[config.mk]
export PLATFORM = sky130hd
export DESIGN_NAME = key_release_sync
export DESIGN_NICKNAME = d
export VERILOG_FILES = /design/src/rtl/lock_pkg.sv /design/src/rtl/key_release_sync.sv
export SDC_FILE = /design/constraint.sdc
export NUM_CORES = 1
export LEC_CHECK = 0
export ABC_AREA = 1
export CAP_MARGIN = 15
export CORE_AREA = 5 5 42 44
export CTS_BUF_LIST = sky130_fd_sc_hd__clkbuf_2
export CTS_CLUSTER_DIAMETER = 80
export DETAILED_ROUTE_END_ITERATION = 10
export DIE_AREA = 0 0 47 49
export GPL_TIMING_DRIVEN = 0
export PLACE_DENSITY = 0.39
export SLEW_MARGIN = 20
export SYNTH_ARGS = -nofsm -noshare
export SYNTH_HDL_FRONTEND = slang
export SYNTH_SLANG_ARGS = --single-unit
[constraint.sdc]
create_clock -name i_clk -period 0.99 [get_ports i_clk]
set_input_delay 0.297 -clock i_clk [delete_from_list [all_inputs] [get_ports i_clk]]
set_output_delay 0.297 -clock i_clk [all_outputs]
set_load 0.02 [all_outputs]
[src/rtl/lock_pkg.sv]
// Shared types and constants for the keypad code-entry lock.
// Timing defaults assume the 12 MHz hwclk.
package lock_pkg;

  localparam int DIGIT_W = 4;

  localparam logic [DIGIT_W-1:0] DIGIT_MIN = 4'd1;
  localparam logic [DIGIT_W-1:0] DIGIT_MAX = 4'd9;

  localparam int DEF_TIMEOUT_CYC = 60_000_000;
  localparam int DEF_OPEN_CYC    = 36_000_000;
  localparam int DEF_LOCKOUT_CYC = 120_000_000;
  localparam int DEF_MAX_TRIES   = 3;

  typedef enum logic [2:0] {
    S_IDLE,
    S_ENTRY,
    S_CHECK,
    S_OPEN,
    S_FAIL,
    S_LOCKOUT
  } state_t;

  function automatic logic is_valid_digit(input logic [DIGIT_W-1:0] k);
    return (k >= DIGIT_MIN) && (k <= DIGIT_MAX);
  endfunction

  function automatic int max3(input int a, input int b, input int c);
    int m;
    m = (a > b) ? a : b;
    return (m > c) ? m : c;
  endfunction

endpackage

[src/rtl/key_release_sync.sv]
// Synchronises the key-held level and reports each release with the key code
// that was held; o_key_valid is a one-cycle pulse two edges after the raw fall.
module key_release_sync
  import lock_pkg::*;
(
  input  logic               i_clk,
  input  logic               i_rst,
  input  logic [DIGIT_W-1:0] i_button,
  input  logic               i_bstate,
  output logic               o_key_valid,
  output logic [DIGIT_W-1:0] o_key_code
);

  logic               r_sync1;
  logic               r_sync2;
  logic               r_prev;
  logic [DIGIT_W-1:0] r_last_key;
  logic               w_release;

  assign w_release = r_prev & ~r_sync2;

  always_ff @(posedge i_clk or posedge i_rst) begin
    if (i_rst) begin
      r_sync1    <= 1'b0;
      r_sync2    <= 1'b0;
      r_prev     <= 1'b0;
      r_last_key <= '0;
    end else begin
      r_sync1 <= i_bstate;
      r_sync2 <= r_sync1;
      r_prev  <= r_sync2;
      // Holds its value once the synced level drops, so it is the released key.
      if (r_sync2) begin
        r_last_key <= i_button;
      end
    end
  end

  assign o_key_valid = w_release;
  assign o_key_code  = r_last_key;

endmodule

=== Yosys cells after proc, flatten, opt, wreduce, memory -nomap -nowiden ===
Index checks and enable logic that the tools add are counted.
Widths: inputs -> output; s select.

* Register bits: 7
* Input bits: 7
* Output and inout port bits: 5
* Logic and storage cells: 6

* Bitwise logic cells: 2

{| class="wikitable"
|+ Operators by type and width
! kind !! count
|-
| $and 1x1->1 || 1
|-
| $not 1->1 || 1
|}

=== Longest topological paths before layout ===
Gate-level depths: netlist (run 1).

* Word-level depth: 2
* Mapped depth: 3
* Depth with buffers taken out: 3

=== Worst setup path after synthesis (run 1) ===
No wires, ideal clock.

* Path type: reg2out
* From: register r_sync2
* To: output port o_key_valid
* Arrival: 0.735 ns
* Required time: 0.693 ns
* Slack: -0.042 ns
* Cell stages (with the launch flop): 2
* Path buffers: 0
* Path through: dfrtp_1 -> nor2_1

* Word-level cells in the longest chain between the ends: 2

{| class="wikitable"
|+ Ends and longest elaborated chain
! item !! line !! source
|-
| from (decl) || key_release_sync.sv:15 || <nowiki>logic r_sync2;</nowiki>
|-
| from (signal assigned) || key_release_sync.sv:30 || <nowiki>r_sync2 <= r_sync1;</nowiki>
|-
| $not 1->1 || key_release_sync.sv:20 || <nowiki>assign w_release = r_prev & ~r_sync2;</nowiki>
|-
| $and 1x1->1 || key_release_sync.sv:20 ||
|-
| to (decl) || key_release_sync.sv:10 || <nowiki>output logic o_key_valid,</nowiki>
|}

Every way passes these cells.

=== Final worst setup path (run 1) ===
Same ends and word-level chain as after synthesis.

==> out/summary.md, run 1 <==
Before antenna repair, the detailed router went through 2 iterations. After synthesis, the cell types taking the most area are dfrtp_1 (74%), nand2_1 (19%), inv_1 (3.2%). For this run, the total global-route usage over all layers was measured as 5.807%. The most frequent cell after synthesis was nand2_1. For this design the ratio of total power to cell area is 1503 nW/um2.

Count of final max-slew check failures: 0. The tree is rooted in a clkbuf_2. The run gives 53 as the net count of the finished layout.

Setup repair after global routing could not meet its margin everywhere. The insertion delay to the later sink of the worst-skew pair is 0.22 ns. The logs give 0 for the number of hold-slack violations in the final timing report and 8 for the pin count of the biggest net entering global routing.

For the worst setup slack for register-to-register paths, the log shows 0.14 ns. The mean instance size in the synthesized netlist is 10.23 um2. The flow ran to the end, but the final reports show violations. dfrtp_1 takes more of the synthesized area than any other cell. Sorting the synthesized cells by how often they occur yields nand2_1 (12), dfrtp_1 (7), inv_1 (2). The final setup skew was 0.004430 ns. The share of the Yosys chip area taken by registers is 74.47%. The cell area that synthesis handed to floorplanning was 235.2 um2.

The launching point of the worst reg2reg path was o_key_code[2]$_DFFE_PP0P_. The global-route congestion overflow total was 0; the largest driver fanout on the critical path was 2. The capture point of the worst path is o_key_valid.

Yosys mapped the design onto 5 distinct sky130hd cell types. The run gives 1 as the H-tree depth reported by CTS. After detailed routing, the number of vias per cell comes to 3.443. After the first detailed-routing iteration, the DRC count stood at 3. Once detailed placement completed, the half-perimeter wirelength came to 415.3 um. After detailed routing, the number of remaining DRC violations is 0. The overall power of the completed layout was 0.0006734 W; the minimum clock period was 1.134 ns. The post-layout worst setup margin came out at -0.1435 ns. The run gives 0 as the number of diodes added for antenna fixing.

The clock passes through at most 2 buffers. The tools report the count of warnings emitted by yosys as 0. During placement, the flow inserted port buffers numbering 11. For this design the top-level I/O count stands at 12. The number of cell instances on the worst register-to-register path is 4.

Max-cap violations in this run came to 0. The cell area after placement is 367.9 um2. Across the VDD grid, the largest voltage drop is 0.5044 mV. The number of nets handed over by synthesis was 30.

The number of rows in the core area was 14. Detailed routing inserted a total of 210 vias. The mean routed wirelength per cell is 8.770 um. The critical path starts at r_sync2$_DFF_PP0_. The die is 49 um tall.

The starting density of the core is 16.79%. In the final layout, the share of cells above drive strength 1 is 42.22%. Setup violations remaining at the end of the flow were counted as 5.

At the worst endpoint, the required time is 0.69 ns. The clock transition at the register clock pins on the worst setup and hold paths after CTS works out to 0.07 ns. Clock tree synthesis inserted a total of 3 buffers.

The placer congestion estimate is 0.6555. The most used flip-flop cell after synthesis is dfrtp_1. The final reports fail on setup timing.

The synthesized design devotes to its leading area cell type 74.47% of total area. Before CTS, the worst setup slack after placement is -0.4904 ns. Summed over all cells, the static leakage comes to 0.2389 nW. The number of hold buffers added after cts was 0; the core occupancy in the finished layout was 31.96%. In this run the worst hold path is classified as input port to asynchronous set/reset pin. The kind of end point of the critical path is an output port. The setup path with the least slack is of type register to output port. Reg-to-reg critical path endpoint: o_key_code[2]$_DFFE_PP0P_.

Measured against its own limit, the worst slew margin works out to 82.88%. The synthesized design contains 7 register bits. Dividing the final minimum period by the clock period gives 114.5%. The gate count of the mapped netlist came out at 23.

TritonCTS built the clock tree. Summing all non-filler instances in the final layout gives an area of 447.9 um2. Clock tree synthesis found a total of 7 sinks.

The overall routed net length was 535 um. The count of antenna-violating nets left after detailed routing was 0. The worst setup path is launched from a register. Compared with the post-synthesis result, the final layout area differs by 90.43%.

Counting flops with an async set or reset pin after synthesis yields a share of 100.0%. For the worst setup path, the data arrival time is 0.84 ns. The first global-routing pass estimated 903 um of wire. The overall die area is 2303 um2.

The timing-limited maximum frequency is 882.2 MHz, and the number of enable-type register cells in the synthesized netlist is 0. The number of antenna violations at the first check in global routing was 0; the slew at the pin with the worst max-slew slack was 0.2565 ns. The die width is 47 um, and the number of global-route vias before repair is 224.

The core region is 1401 um2.
routing by layer:
metal  track usage [%]  part of all wire, %  vias to the layer above
met2             8.597                   59                        4
met5                 0                    0                        -
met3             2.214                  5.8                        2
met1             5.817                   35                       93
li1                  -                    -                      111
met4             5.530                 0.75                        0
registers in the layout, summed over array words and instances (netlist names):
signal and count:
o_key_code 4, r_prev 1, r_sync1 1, r_sync2 1
worst max-delay path, stage by stage (launching register included):
cell     delay, ns
dfrtp_2       0.41
nor2_2        0.09
buf_6         0.12
cells in the final DEF (no fill, tap or decap), drive strengths merged:
cell           count
dfrtp              7
buf               12
clkbuf             4
nor2               1
nand2             12
clkdlybuf4s50      6
inv                3
repair_timing:
| action | in CTS | in global routing |
|---|---|---|
| pin swaps | 1 | 0 |
| gates resized for setup | 31 | 0 |
| gates cloned | 0 | 0 |
| setup buffers | 3 | 4 |
| endpoints found under the setup margin | 5 | 5 |
logic make-up (layout without fill, tap and decap cells):
| kind of cell | after synthesis | after routing | share of synthesized area [%] |
|---|---|---|---|
| simple gates | 13 | 13 | 20.74 |
| buf+inv | 3 | 25 | 4.787 |
| flops | 7 | 7 | 74.47 |
cell type report:
| type | instances | area [um2] |
|---|---|---|
| Fill cell | 149 | 953.4 |
| Sequential cell | 7 | 176.4 |
| Timing Repair Buffer | 18 | 168.9 |
| Multi-Input combinational cell | 13 | 51.30 |
| Clock buffer | 4 | 20.02 |
| Tap cell | 16 | 20.02 |
| Inverter | 3 | 11.26 |
where the power goes:
part	internal [W]	switching, W	total [W]
Clock	0.000107	0.000101	0.000208
Combinational	0.0000877	0.0000580	0.000146
Sequential	0.000307	0.0000125	0.000320
how the worst min path moves through the flow:
stage | end | start | cells after the start | slack [ns]
after floorplan | o_key_code[0]$_DFFE_PP0P_ | i_rst | 1 | 0.10
after global placement | r_sync2$_DFF_PP0_ | r_sync1$_DFF_PP0_ | 0 | 0.34
after detailed placement | r_sync2$_DFF_PP0_ | r_sync1$_DFF_PP0_ | 0 | 0.34
after CTS | o_key_code[0]$_DFFE_PP0P_ | i_rst | 2 | 0.29
after global routing | o_key_code[0]$_DFFE_PP0P_ | i_rst | 2 | 0.31
final | o_key_code[2]$_DFFE_PP0P_ | i_rst | 2 | 0.29
per-stage QoR:
step / hold WS, ns / std cells / TNS [ns]
global route: 0.3094 / 61 / -0.5791
CTS: 0.2942 / 57 / -0.4698
floorplan: 0.1004 / 23 / 0
finish: 0.2902 / 61 / -0.3748
detailed placement: 0.3355 / 50 / -1.458
global placement: 0.3370 / 50 / -1.443
Power figures use the tool's default switching activity.
==> run 2: changes to the inputs <==
Settings changed: CTS_CLUSTER_SIZE set to 10, MAX_ROUTING_LAYER set to met4.
==> results of run 2 <==
No change in the layout: final DEF, timing and power equal those of run 1.
Among the figures that moved: final weighted congestion in routability-driven placement 0.6555 -> 0.6614; overall routing resource usage 5.807% -> 5.955%
